### src/rtl/map_pkg.sv
// -----------------------------------------------------------------------------
// map_pkg
// Shared constants and types for the tile-map scheduler:
//   - tile geometry (TILE_PX, TILE_SHIFT)
//   - default map size, RAM address width and code width
//   - sprite code enumeration used by the tile map contents
//   - arbiter state type for the map RAM port arbiter
// -----------------------------------------------------------------------------
package map_pkg;

    localparam int TILE_PX       = 8;
    localparam int TILE_SHIFT    = 3;
    localparam int TILE_COLS_DEF = 28;
    localparam int TILE_ROWS_DEF = 36;
    localparam int ADDR_W_DEF    = 10;
    localparam int CODE_W_DEF    = 4;

    typedef enum logic [3:0] {
        EMPTY      = 4'd0,
        WALL_H_BOT = 4'd1,
        WALL_V_L   = 4'd2,
        WALL_H_MID = 4'd3,
        WALL_V_R   = 4'd4,
        CORNER_TL  = 4'd5,
        CORNER_TR  = 4'd6,
        CORNER_BL  = 4'd7,
        CORNER_BR  = 4'd8
    } sprite_code_e;

    typedef enum logic [1:0] {
        ARB_IDLE     = 2'd0,
        ARB_GL_ISSUE = 2'd1,
        ARB_GL_WAIT  = 2'd2
    } arb_state_e;

    // Pixel position within its 8-pixel tile span.
    function automatic logic [TILE_SHIFT-1:0] tile_phase(input logic [9:0] pix);
        return pix[TILE_SHIFT-1:0];
    endfunction

endpackage

### src/rtl/map_port_arbiter.sv
// -----------------------------------------------------------------------------
// map_port_arbiter
// Owns the single map-RAM port. The renderer fetch has strict priority; a game
// access is accepted only when the port is idle, no fetch is requested and the
// caller does not block it. All RAM strobes are registered, so a game access
// occupies the port only in the GL_ISSUE cycle and a renderer fetch can always
// be registered in any state without clashing.
//
// Ports:
//   clk, rst        clock, asynchronous active-high reset
//   fetch_req       renderer fetch request this cycle (wins over game)
//   fetch_addr      renderer tile address
//   gl_block        game acceptance blocked (tile boundary too close)
//   gl_wr_ok        game writes may be accepted this cycle
//   gl_req/we/addr/wdata   game request, held until gl_ack
//   ram_addr/re/we/wdata   registered RAM port
//   ram_rdata       synchronous RAM read data
//   gl_ack          one-cycle completion pulse
//   gl_rdata        read data, valid with gl_ack (0 for writes/out-of-range)
// -----------------------------------------------------------------------------
module map_port_arbiter
    import map_pkg::*;
#(
    parameter int ADDR_W    = ADDR_W_DEF,
    parameter int CODE_W    = CODE_W_DEF,
    parameter int MAP_TILES = TILE_COLS_DEF * TILE_ROWS_DEF
) (
    input  logic              clk,
    input  logic              rst,
    input  logic              fetch_req,
    input  logic [ADDR_W-1:0] fetch_addr,
    input  logic              gl_block,
    input  logic              gl_wr_ok,
    input  logic              gl_req,
    input  logic              gl_we,
    input  logic [ADDR_W-1:0] gl_addr,
    input  logic [CODE_W-1:0] gl_wdata,
    output logic [ADDR_W-1:0] ram_addr,
    output logic              ram_re,
    output logic              ram_we,
    output logic [CODE_W-1:0] ram_wdata,
    input  logic [CODE_W-1:0] ram_rdata,
    output logic              gl_ack,
    output logic [CODE_W-1:0] gl_rdata
);

    localparam logic [ADDR_W:0] MAP_TILES_W = (ADDR_W+1)'(MAP_TILES);

    arb_state_e        state_q, state_d;
    logic              rd_valid_q, rd_valid_d;
    logic [ADDR_W-1:0] ram_addr_q, ram_addr_d;
    logic              ram_re_q, ram_re_d;
    logic              ram_we_q, ram_we_d;
    logic [CODE_W-1:0] ram_wdata_q, ram_wdata_d;
    logic              gl_ack_q, gl_ack_d;
    logic              gl_in_range_s;
    logic              gl_accept_s;

    // Next-state, acceptance and RAM strobe mux.
    always_comb begin
        state_d     = state_q;
        rd_valid_d  = rd_valid_q;
        ram_addr_d  = '0;
        ram_re_d    = 1'b0;
        ram_we_d    = 1'b0;
        ram_wdata_d = '0;
        gl_ack_d    = 1'b0;

        gl_in_range_s = ({1'b0, gl_addr} < MAP_TILES_W);
        gl_accept_s   = (state_q == ARB_IDLE) && gl_req && !fetch_req && !gl_block &&
                        (!gl_we || gl_wr_ok);

        // Renderer first; an out-of-range game access is acknowledged without touching the RAM.
        if (fetch_req) begin
            ram_addr_d = fetch_addr;
            ram_re_d   = 1'b1;
        end else if (gl_accept_s && gl_in_range_s) begin
            ram_addr_d  = gl_addr;
            ram_re_d    = !gl_we;
            ram_we_d    = gl_we;
            ram_wdata_d = gl_we ? gl_wdata : {CODE_W{1'b0}};
        end else begin
            ram_addr_d = '0;
        end

        case (state_q)
            ARB_IDLE: begin
                if (gl_accept_s) begin
                    state_d    = ARB_GL_ISSUE;
                    rd_valid_d = !gl_we && gl_in_range_s;
                end else begin
                    state_d = ARB_IDLE;
                end
            end
            ARB_GL_ISSUE: begin
                state_d  = ARB_GL_WAIT;
                gl_ack_d = 1'b1;
            end
            ARB_GL_WAIT: begin
                state_d    = ARB_IDLE;
                rd_valid_d = 1'b0;
            end
            default: begin
                state_d    = ARB_IDLE;
                rd_valid_d = 1'b0;
            end
        endcase
    end

    // Arbiter state and registered RAM/handshake outputs.
    always_ff @(posedge clk or posedge rst) begin
        if (rst) begin
            state_q     <= ARB_IDLE;
            rd_valid_q  <= 1'b0;
            ram_addr_q  <= '0;
            ram_re_q    <= 1'b0;
            ram_we_q    <= 1'b0;
            ram_wdata_q <= '0;
            gl_ack_q    <= 1'b0;
        end else begin
            state_q     <= state_d;
            rd_valid_q  <= rd_valid_d;
            ram_addr_q  <= ram_addr_d;
            ram_re_q    <= ram_re_d;
            ram_we_q    <= ram_we_d;
            ram_wdata_q <= ram_wdata_d;
            gl_ack_q    <= gl_ack_d;
        end
    end

    assign ram_addr  = ram_addr_q;
    assign ram_re    = ram_re_q;
    assign ram_we    = ram_we_q;
    assign ram_wdata = ram_wdata_q;
    assign gl_ack    = gl_ack_q;
    // RAM data only exists in the ack cycle, so it is gated by registered qualifiers.
    assign gl_rdata  = (gl_ack_q && rd_valid_q) ? ram_rdata : {CODE_W{1'b0}};

endmodule

### src/rtl/map_tile_scheduler.sv
// -----------------------------------------------------------------------------
// map_tile_scheduler
// Walks the pixel stream, fetches one tile code per 8-pixel span from the map
// RAM and delivers sx/sy/sprite_code/de_out to the renderer with a 3-cycle
// latency. Game logic shares the RAM port through map_port_arbiter.
//
// Optional build macro: MAP_BLANK_ONLY_WRITE_EN
//   defined   - game writes accepted only while de_in == 0
//   undefined - game writes accepted whenever the port is free
//
// Ports:
//   clk, rst            pixel clock, asynchronous active-high reset
//   pix_x, pix_y, de_in current pixel and active-video flag
//   sx, sy              pixel position within tile, 3 cycles delayed
//   sprite_code         tile code for the delayed pixel (0 outside map)
//   de_out              pixel valid and inside the map, 3 cycles delayed
//   ram_*               registered map RAM port, ram_rdata one cycle after ram_re
//   gl_*                game access handshake
// -----------------------------------------------------------------------------
module map_tile_scheduler
    import map_pkg::*;
#(
    parameter int TILE_COLS = TILE_COLS_DEF,
    parameter int TILE_ROWS = TILE_ROWS_DEF,
    parameter int ADDR_W    = ADDR_W_DEF,
    parameter int CODE_W    = CODE_W_DEF
) (
    input  logic              clk,
    input  logic              rst,
    input  logic [9:0]        pix_x,
    input  logic [9:0]        pix_y,
    input  logic              de_in,
    output logic [2:0]        sx,
    output logic [2:0]        sy,
    output logic [CODE_W-1:0] sprite_code,
    output logic              de_out,
    output logic [ADDR_W-1:0] ram_addr,
    output logic              ram_re,
    output logic              ram_we,
    output logic [CODE_W-1:0] ram_wdata,
    input  logic [CODE_W-1:0] ram_rdata,
    input  logic              gl_req,
    input  logic              gl_we,
    input  logic [ADDR_W-1:0] gl_addr,
    input  logic [CODE_W-1:0] gl_wdata,
    output logic              gl_ack,
    output logic [CODE_W-1:0] gl_rdata
);

    localparam logic [9:0]        MAP_W_PX   = 10'(TILE_COLS * TILE_PX);
    localparam logic [9:0]        MAP_H_PX   = 10'(TILE_ROWS * TILE_PX);
    localparam logic [CODE_W-1:0] CODE_BLANK = CODE_W'(EMPTY);

    logic              in_map_s;
    logic              fetch_s;
    logic              gl_block_s;
    logic              gl_wr_ok_s;
    logic [ADDR_W-1:0] tile_addr_s;

    logic [2:0]        sx_p1_q, sx_p1_d, sy_p1_q, sy_p1_d;
    logic              in_map_p1_q, in_map_p1_d, fetch_p1_q, fetch_p1_d;
    logic [2:0]        sx_p2_q, sx_p2_d, sy_p2_q, sy_p2_d;
    logic              in_map_p2_q, in_map_p2_d, fetch_p2_q, fetch_p2_d;
    logic [CODE_W-1:0] code_hold_q, code_hold_d;
    logic [2:0]        sx_q, sx_d, sy_q, sy_d;
    logic              de_out_q, de_out_d;
    logic [CODE_W-1:0] sprite_code_q, sprite_code_d;

    // Map-area decode, fetch trigger, game blocking window and tile address.
    always_comb begin
        in_map_s    = de_in && (pix_x < MAP_W_PX) && (pix_y < MAP_H_PX);
        fetch_s     = in_map_s && (tile_phase(pix_x) == 3'd0);
        // Accepting at phase 6/7 would leave the game access in flight at the next boundary.
        gl_block_s  = in_map_s && (tile_phase(pix_x) >= 3'd6);
        tile_addr_s = ADDR_W'(pix_y >> TILE_SHIFT) * ADDR_W'(TILE_COLS) +
                      ADDR_W'(pix_x >> TILE_SHIFT);
`ifdef MAP_BLANK_ONLY_WRITE_EN
        gl_wr_ok_s  = !de_in;
`else
        gl_wr_ok_s  = 1'b1;
`endif
    end

    // Pixel pipeline: stage 1 = RAM address presented, stage 2 = RAM data valid,
    // output stage = code register loaded.
    always_comb begin
        sx_p1_d     = tile_phase(pix_x);
        sy_p1_d     = tile_phase(pix_y);
        in_map_p1_d = in_map_s;
        fetch_p1_d  = fetch_s;

        sx_p2_d     = sx_p1_q;
        sy_p2_d     = sy_p1_q;
        in_map_p2_d = in_map_p1_q;
        fetch_p2_d  = fetch_p1_q;

        code_hold_d = fetch_p2_q ? ram_rdata : code_hold_q;

        sx_d          = sx_p2_q;
        sy_d          = sy_p2_q;
        de_out_d      = in_map_p2_q;
        // The held code survives out-of-map pixels; only the output is blanked.
        sprite_code_d = in_map_p2_q ? code_hold_d : CODE_BLANK;
    end

    // Pixel pipeline and code registers.
    always_ff @(posedge clk or posedge rst) begin
        if (rst) begin
            sx_p1_q       <= 3'd0;
            sy_p1_q       <= 3'd0;
            in_map_p1_q   <= 1'b0;
            fetch_p1_q    <= 1'b0;
            sx_p2_q       <= 3'd0;
            sy_p2_q       <= 3'd0;
            in_map_p2_q   <= 1'b0;
            fetch_p2_q    <= 1'b0;
            code_hold_q   <= '0;
            sx_q          <= 3'd0;
            sy_q          <= 3'd0;
            de_out_q      <= 1'b0;
            sprite_code_q <= '0;
        end else begin
            sx_p1_q       <= sx_p1_d;
            sy_p1_q       <= sy_p1_d;
            in_map_p1_q   <= in_map_p1_d;
            fetch_p1_q    <= fetch_p1_d;
            sx_p2_q       <= sx_p2_d;
            sy_p2_q       <= sy_p2_d;
            in_map_p2_q   <= in_map_p2_d;
            fetch_p2_q    <= fetch_p2_d;
            code_hold_q   <= code_hold_d;
            sx_q          <= sx_d;
            sy_q          <= sy_d;
            de_out_q      <= de_out_d;
            sprite_code_q <= sprite_code_d;
        end
    end

    assign sx          = sx_q;
    assign sy          = sy_q;
    assign de_out      = de_out_q;
    assign sprite_code = sprite_code_q;

    map_port_arbiter #(
        .ADDR_W    (ADDR_W),
        .CODE_W    (CODE_W),
        .MAP_TILES (TILE_COLS * TILE_ROWS)
    ) u_arb (
        .clk        (clk),
        .rst        (rst),
        .fetch_req  (fetch_s),
        .fetch_addr (tile_addr_s),
        .gl_block   (gl_block_s),
        .gl_wr_ok   (gl_wr_ok_s),
        .gl_req     (gl_req),
        .gl_we      (gl_we),
        .gl_addr    (gl_addr),
        .gl_wdata   (gl_wdata),
        .ram_addr   (ram_addr),
        .ram_re     (ram_re),
        .ram_we     (ram_we),
        .ram_wdata  (ram_wdata),
        .ram_rdata  (ram_rdata),
        .gl_ack     (gl_ack),
        .gl_rdata   (gl_rdata)
    );

endmodule

### config.mk
export PLATFORM = sky130hd
export DESIGN_NAME = map_tile_scheduler
export DESIGN_NICKNAME = d
export VERILOG_FILES = /design/src/rtl/map_pkg.sv /design/src/rtl/map_port_arbiter.sv /design/src/rtl/map_tile_scheduler.sv
export SDC_FILE = /design/constraint.sdc
export NUM_CORES = 1
export LEC_CHECK = 0
export CORE_ASPECT_RATIO = 0.9
export CORE_UTILIZATION = 40
export CTS_BUF_LIST = sky130_fd_sc_hd__clkbuf_16
export DETAILED_ROUTE_END_ITERATION = 6
export PLACE_DENSITY_LB_ADDON = 0.3
export SYNTH_ARGS = -nofsm -noshare
export SYNTH_HDL_FRONTEND = slang
export SYNTH_SLANG_ARGS = --single-unit
### constraint.sdc
create_clock -name clk -period 1.4 [get_ports clk]
set_input_delay 0.14 -clock clk [delete_from_list [all_inputs] [get_ports clk]]
set_output_delay 0.14 -clock clk [all_outputs]
set_load 0.05 [all_outputs]
# Yosys cells after proc, flatten, opt, wreduce, memory -nomap -nowiden

Cells that the tools add are included.

$add $sub $neg: 1
Multipliers: 1
Divide/modulo/power cells: 0
Order comparisons: 4
Equal/unequal tests: 2
Shifts and indexed selects: 0
Muxes and demuxes: 17
Bitwise logic cells: 1
Reduce and logical (&&, ||, !) cells: 16

Operators with widths:

| operator                                            | number |
|---|---|
| 2-to-1 mux 4 bit                                    | 6 |
| 2-to-1 mux 10 bit                                   | 2 |
| adder 10 x 7 -> 10 bit                              | 1 |
| logical AND 1 bit                                   | 10 |
| < comparator 10 bit, second input constant          | 1 |
| < comparator 10 x 8 -> 1 bit, second input constant | 1 |
| < comparator 10 x 9 -> 1 bit, second input constant | 1 |
| multiplier 7 x 3 -> 8 bit, second input constant    | 1 |
| 2-to-1 mux 1 bit                                    | 7 |
| case mux 2 bit (2 select lines)                     | 1 |
| >= comparator 3 bit, second input constant          | 1 |
| logical NOT 1 bit                                   | 3 |
| logical NOT 3 bit                                   | 1 |
| equality test 2 x 1 -> 1 bit, second input constant | 1 |
| logical NOT 2 bit                                   | 1 |
| != test 2 x 1 -> 1 bit, second input constant       | 1 |
| case mux 1 bit (2 select lines)                     | 1 |
| AND reduction 2 bit                                 | 1 |
| inverter 1 bit                                      | 1 |

Flip-flop bits (word level): 51
Bits in latches: 0
Bits in writable memories: 0
ROM bits: 0
Bits of input ports: 43
Output and inout bits: 32
Word-level logic and storage cells: 62
Memories kept: 0

# Longest topological paths before layout

Depth in word-level cells: 10
Gate-level depth with buffers: 10
Mapped depth without buffers: 10

# Hierarchy

A second synthesis with hierarchy kept.

Cells, all modules: 187
Area total of the unflattened synthesis: 2336.0 µm²

Modules (own cells, without submodules):

| module             | instances | cells each | area an instance (µm²) | sequential area each (µm²) |
|---|---|---|---|---|
| map_tile_scheduler | 1         | 106        | 1493.9                 | 775.7 |
| map_port_arbiter   | 1         | 81         | 842.1                  | 475.5 |

# Worst setup path before layout

OpenSTA, ideal clock, no wires.

Path kind: in2reg
Start: input pix_y[3]
End: register u_arb.ram_addr_q[9] (netlist: u_arb.ram_addr[9])
Library setup time: 0.083 ns
Arrival: 2.388 ns
Data required time: 1.317 ns
Slack: -1.071 ns
Stages: 10
Buffers on the path: 0
Path through: fa_1 -> ha_1 -> fa_1 -> xor2_1 -> ha_1 -> nand2_1 -> o21ai_0 -> nand3_1 -> xor3_1 -> o21ai_0

Cells in the longest elaborated chain, start to end: 9
Elaborated cells on any way between the ends: 13
Those cells by class: 1 x add/sub; 1 x mul; 1 x order compare; 2 x mux; 8 x reduce/logical

RTL lines:

| item                                                                           | RTL line                 | RTL |
|---|---|---|
| start: declaration                                                             | map_tile_scheduler.sv:31 | `input logic [9:0] pix_y,` |
| parallel branches: the longest is 8 deep, another holds adder 10 x 7 -> 10 bit | -                        |  |
| 2-to-1 mux 10 bit (*)                                                          | map_port_arbiter.sv:74   | `if (fetch_req) begin` |
| via u_arb.ram_addr_d[9]                                                        | map_port_arbiter.sv:51   | `logic [ADDR_W-1:0] ram_addr_q, ram_addr_d;` |
| end signal: assignment                                                         | map_port_arbiter.sv:123  | `ram_addr_q <= ram_addr_d;` |
| end: declaration                                                               | map_port_arbiter.sv:51   |  |

Mark *: on every way through the listed nets, which the timed path passes.
A chain may end at the register's enable or synchronous reset.

# Final worst setup path

Same ends and word-level chain as after synthesis.

==> impl_metrics.csv <==
group,metric,value,unit
run_status,status,"finished with violations",
run_status,violations,"setup timing",
sta,worst_slack,-0.8363,ns
power_and_ir_drop,power_density,1204,mW/mm^2
power_and_ir_drop,switching_share,27.81,%
final_layout,regArea,0.001252,sq mm
global_route,grt_max_degree,20,
synth,synthTopCellsByCount,"50 x dfrtp_1, 14 x ha_1, 8 x fa_1, 8 x inv_1, 7 x nand2_1",
synth,synthMuxAreaShare,2.077,%
final_layout,diodes,0,
power_and_ir_drop,total_power,0.004315,W
synth,synth_warnings,0,
cts,htree_levels,2,
final_layout,drive_above_1_share,45.32,%
sta,slew_viol_final,0,
synth,synth_top_family_by_area,"adder cells",
worst_hold_path,hp-start,"pix_x[9]",
sta,fin_crit,2.236,ns
synth,synth-edff-count,0,
sta,whs,0.1467,ns
final_layout,fillCellCount,381,
sta,clock_skew,0.005773,ns
drt,via_per_inst,4.641,
cts,cts-root-buf,"clkbuf_16",
power_and_ir_drop,p_int,0.003115,W
synth,yosysMostFrequentCell,"dfrtp_1",
global_route,grtUsageTotal,16.91,%
global_route,grt_overflow,0,
worst_setup_path,crit_fanout,2,
power_and_ir_drop,power.net_switching,0.001200,W
synth,syn_avg_cell_area,14.17,sq um
sta,finalSetupTns,-3.740,ns
power_and_ir_drop,seq_power_share,36.2,%
drt,wire_per_inst,13.77,microns
floorplan,core_area,0.005224,sq mm
placed_design,hpwl,3460,microns
synth,synth-compound-area-share,10.79,%
floorplan,pin_count,75,
drt,firstDrtPassIters,4,
worst_setup_path,cp_slowest_cell,"fa_1",
floorplan,start_util,41.51,%
sta,fmax,0.4472,GHz
floorplan,die_h,71.85,microns
cts,path_clk_slew,0.06,ns
final_layout,fin_nets,331,
power_and_ir_drop,clockPowerShare,30.4,%
floorplan,die-area,0.005720,sq mm
worst_setup_path,cp.required,1.60,ns
worst_setup_path,slowest_delay,0.47,ns
power_and_ir_drop,p_leak,1.750,nW
sta,setup_viol,10,
synth,ys_seq_elements,50,
final_layout,areaGrowthSynthToFinish,65.32,%
worst_setup_path,r2r-start,"u_arb.gl_ack",
cts,numCtsBuffers,5,
worst_hold_path,hold_depth,3,
final_layout,multi_input_area,0.001039,sq mm
sta,tightest_slew,0.3980,ns
global_route,antenna_found_initial,0,
worst_hold_path,hold_class,"primary input to register",
global_route,grt_pass1_wl,7196,microns
cts,cts_sinks,50,
synth,synthSimpleGateAreaFrac,7.963,%
synth,synth_xor_area_share,3.924,%
worst_hold_path,whs_endpoint,"in_map_p1_q",
floorplan,row_count,25,
sta,rsz0062_at_grt,"true",
placed_design,gp_congestion,0.7460,
synth,yosys.area.top_type_share,57.70,%
placed_design,portBuffers,74,
worst_setup_path,reg2reg_slack,0.16,ns
cts,cts_tree,"yes",
worst_setup_path,r2r_end,"u_arb.ram_addr[8]",
synth,syn_inst,153,
drt,drcViolationCount,0,
synth,ys.flop_type,"dfrtp_1",
flow_run,maxCapViolations,0,
power_and_ir_drop,vdd_drop_max,0.6045,mV
worst_setup_path,worstRegToRegCells,6,
synth,yosysSeqAreaShare,57.70,%
synth,synth_top_area_cell,"dfrtp_1",
synth,synth_area_leaders,"dfrtp_1 58%, ha_1 8.1%, fa_1 7.4%, a22o_2 2.8%, xnor2_1 2.4%",
synth,async_reset_ff_share,100.0,%
power_and_ir_drop,p_comb_share,33.4,%
worst_setup_path,endpoint_kind,"register",
worst_setup_path,critPathKind,"primary input to register",
final_layout,fin_util,68.62,%
synth,synthAdderAreaFrac,15.46,%
synth,synth_fp_nets,218,
sta,maxSlewHeadroom,73.43,%
drt,num_vias,1550,
drt,routed_wl,4599,microns
global_route,grt_pass1_vias,1542,
worst_setup_path,start_kind,"primary input",
synth,synth_cell_types,33,
synth,mappedNetlistArea,0.002168,sq mm
drt,drt_iter0_markers,35,
cts,clk_latency,0.28,ns
sta,hold_violations,0,
floorplan,die_x,79.61,microns
sta,fin_crit_sh,159.7,%
drt,drtAntennaViolNets,0,
worst_setup_path,worstPathArrival,2.44,ns
cts,cts.path.max_buffers,2,
worst_setup_path,worstPathCellList,"buf_6 > fa_1 > ha_2 > fa_2 > xor2_2 > ha_1 > a21oi_2 > o21ai_2 > nand3_1 > xor3_1 > o21ai_1",
-- worst max-delay path by stage --
stage	startpoint	end	slack, ns
floorplan	pix_y[3]	u_arb.ram_addr[9]	-0.89
global placement	pix_y[4]	u_arb.ram_addr[9]	-1.47
detailed placement	pix_y[4]	u_arb.ram_addr[9]	-1.55
CTS	pix_y[5]	u_arb.ram_addr[9]	-0.89
global route	pix_y[3]	u_arb.ram_addr[9]	-0.94
finish	pix_y[3]	u_arb.ram_addr[9]	-0.84
-- critical path: cells and delay by family --
kind,cells,cell delay (ns)
AO/OA/AOI/OAI,3,0.34
XOR/XNOR,2,0.39
buffers and inverters,1,0.10
AND/OR/NAND/NOR,1,0.10
adder cells (fa/ha/maj),4,1.37
-- kinds of logic after synthesis --
logic type / after synthesis
DFF: 50
xor gates and xnor gates: 8
adders and majority gates: 22
buffers and inverters: 10
muxes: 4
AOI/OAI and AO/OA: 30
and+or+nand+nor: 29
-- cell type report --
| class | instances | area share, % |
|---|---|---|
| Sequential cell | 50 | 34.94 |
| Multi-Input combinational cell | 94 | 28.97 |
| Inverter | 9 | 1.012 |
| Tap cell | 67 | 2.339 |
| Clock inverter | 3 | 1.152 |
| Timing Repair Buffer | 106 | 28.10 |
| Clock buffer | 5 | 3.490 |
-- metal layers --
metal / vias to the layer above / routed length (microns) / part of all wire, % / GRT usage, %
met1: 740 / 1959 / 43 / 21.11
met4: 0 / 80 / 1.7 / 7.273
met5: - / 0 / 0 / 0
met2: 53 / 2324 / 51 / 28.68
li1: 751 / - / - / -
met3: 6 / 235 / 5.1 / 3.185
-- power by group through the flow --
stage	logic, W	registers, W	clock network (W)
finish	0.00144	0.00156	0.00131
global route	0.00154	0.00157	0.00139
CTS	0.00136	0.00156	0.00133
detailed placement	0.00127	0.00159	0
global placement	0.00126	0.00159	0
floorplan	0.000563	0.00176	0
-- cell usage in the layout (no fill, tap or decap), types with 2 or more instances in the layout --
| master | instances |
|---|---|
| a21o_1 | 5 |
| a21oi_1 | 3 |
| a21oi_2 | 3 |
| a22o_2 | 4 |
| a22o_4 | 2 |
| and2_1 | 4 |
| and3_1 | 4 |
| and3_4 | 5 |
| buf_12 | 7 |
| buf_2 | 2 |
| buf_4 | 52 |
| buf_6 | 10 |
| clkbuf_16 | 5 |
| clkdlybuf4s50_1 | 30 |
| dfrtp_1 | 49 |
| dlymetal6s2s_1 | 2 |
| fa_1 | 7 |
| ha_1 | 8 |
| ha_2 | 3 |
| ha_4 | 3 |
| inv_1 | 6 |
| inv_2 | 2 |
| mux2_2 | 4 |
| nand2_1 | 7 |
| nor2b_1 | 2 |
| o21a_4 | 2 |
| o21ai_1 | 4 |
| o21ai_2 | 2 |
| xnor2_1 | 4 |
| xnor2_2 | 2 |
-- through the flow --
stage / cell area (sq um) / instances / setup WS [ns]
after global routing: 3585 / 334 / -0.9446
after detailed placement: 3261 / 322 / -1.553
final: 3585 / 334 / -0.8363
after global placement: 3261 / 322 / -1.470
after floorplan: 2222 / 153 / -0.8930
after CTS: 3522 / 333 / -0.8887
-- what timing repair did --
item / 4_1_cts / 5_1_grt
gates cloned: 1 / 0
hold buffers: 0 / 0
buffers inserted: 2 / 3
resized for setup: 59 / 15
pin swaps: 18 / 19
setup endpoints to repair: 19 / 18
-- flip-flops by register name, summed over array words and instances, names as in the netlist, 3 cells and up --
register         cells
sprite_code          4
sx_d                 3
sx                   3
u_arb.ram_wdata      4
u_arb.ram_addr      10
sx_p1_q              3
sy_p1_q              3
sy                   3
code_hold_q          4
sy_d                 3
Note: power is estimated with default switching activity, not from simulation.
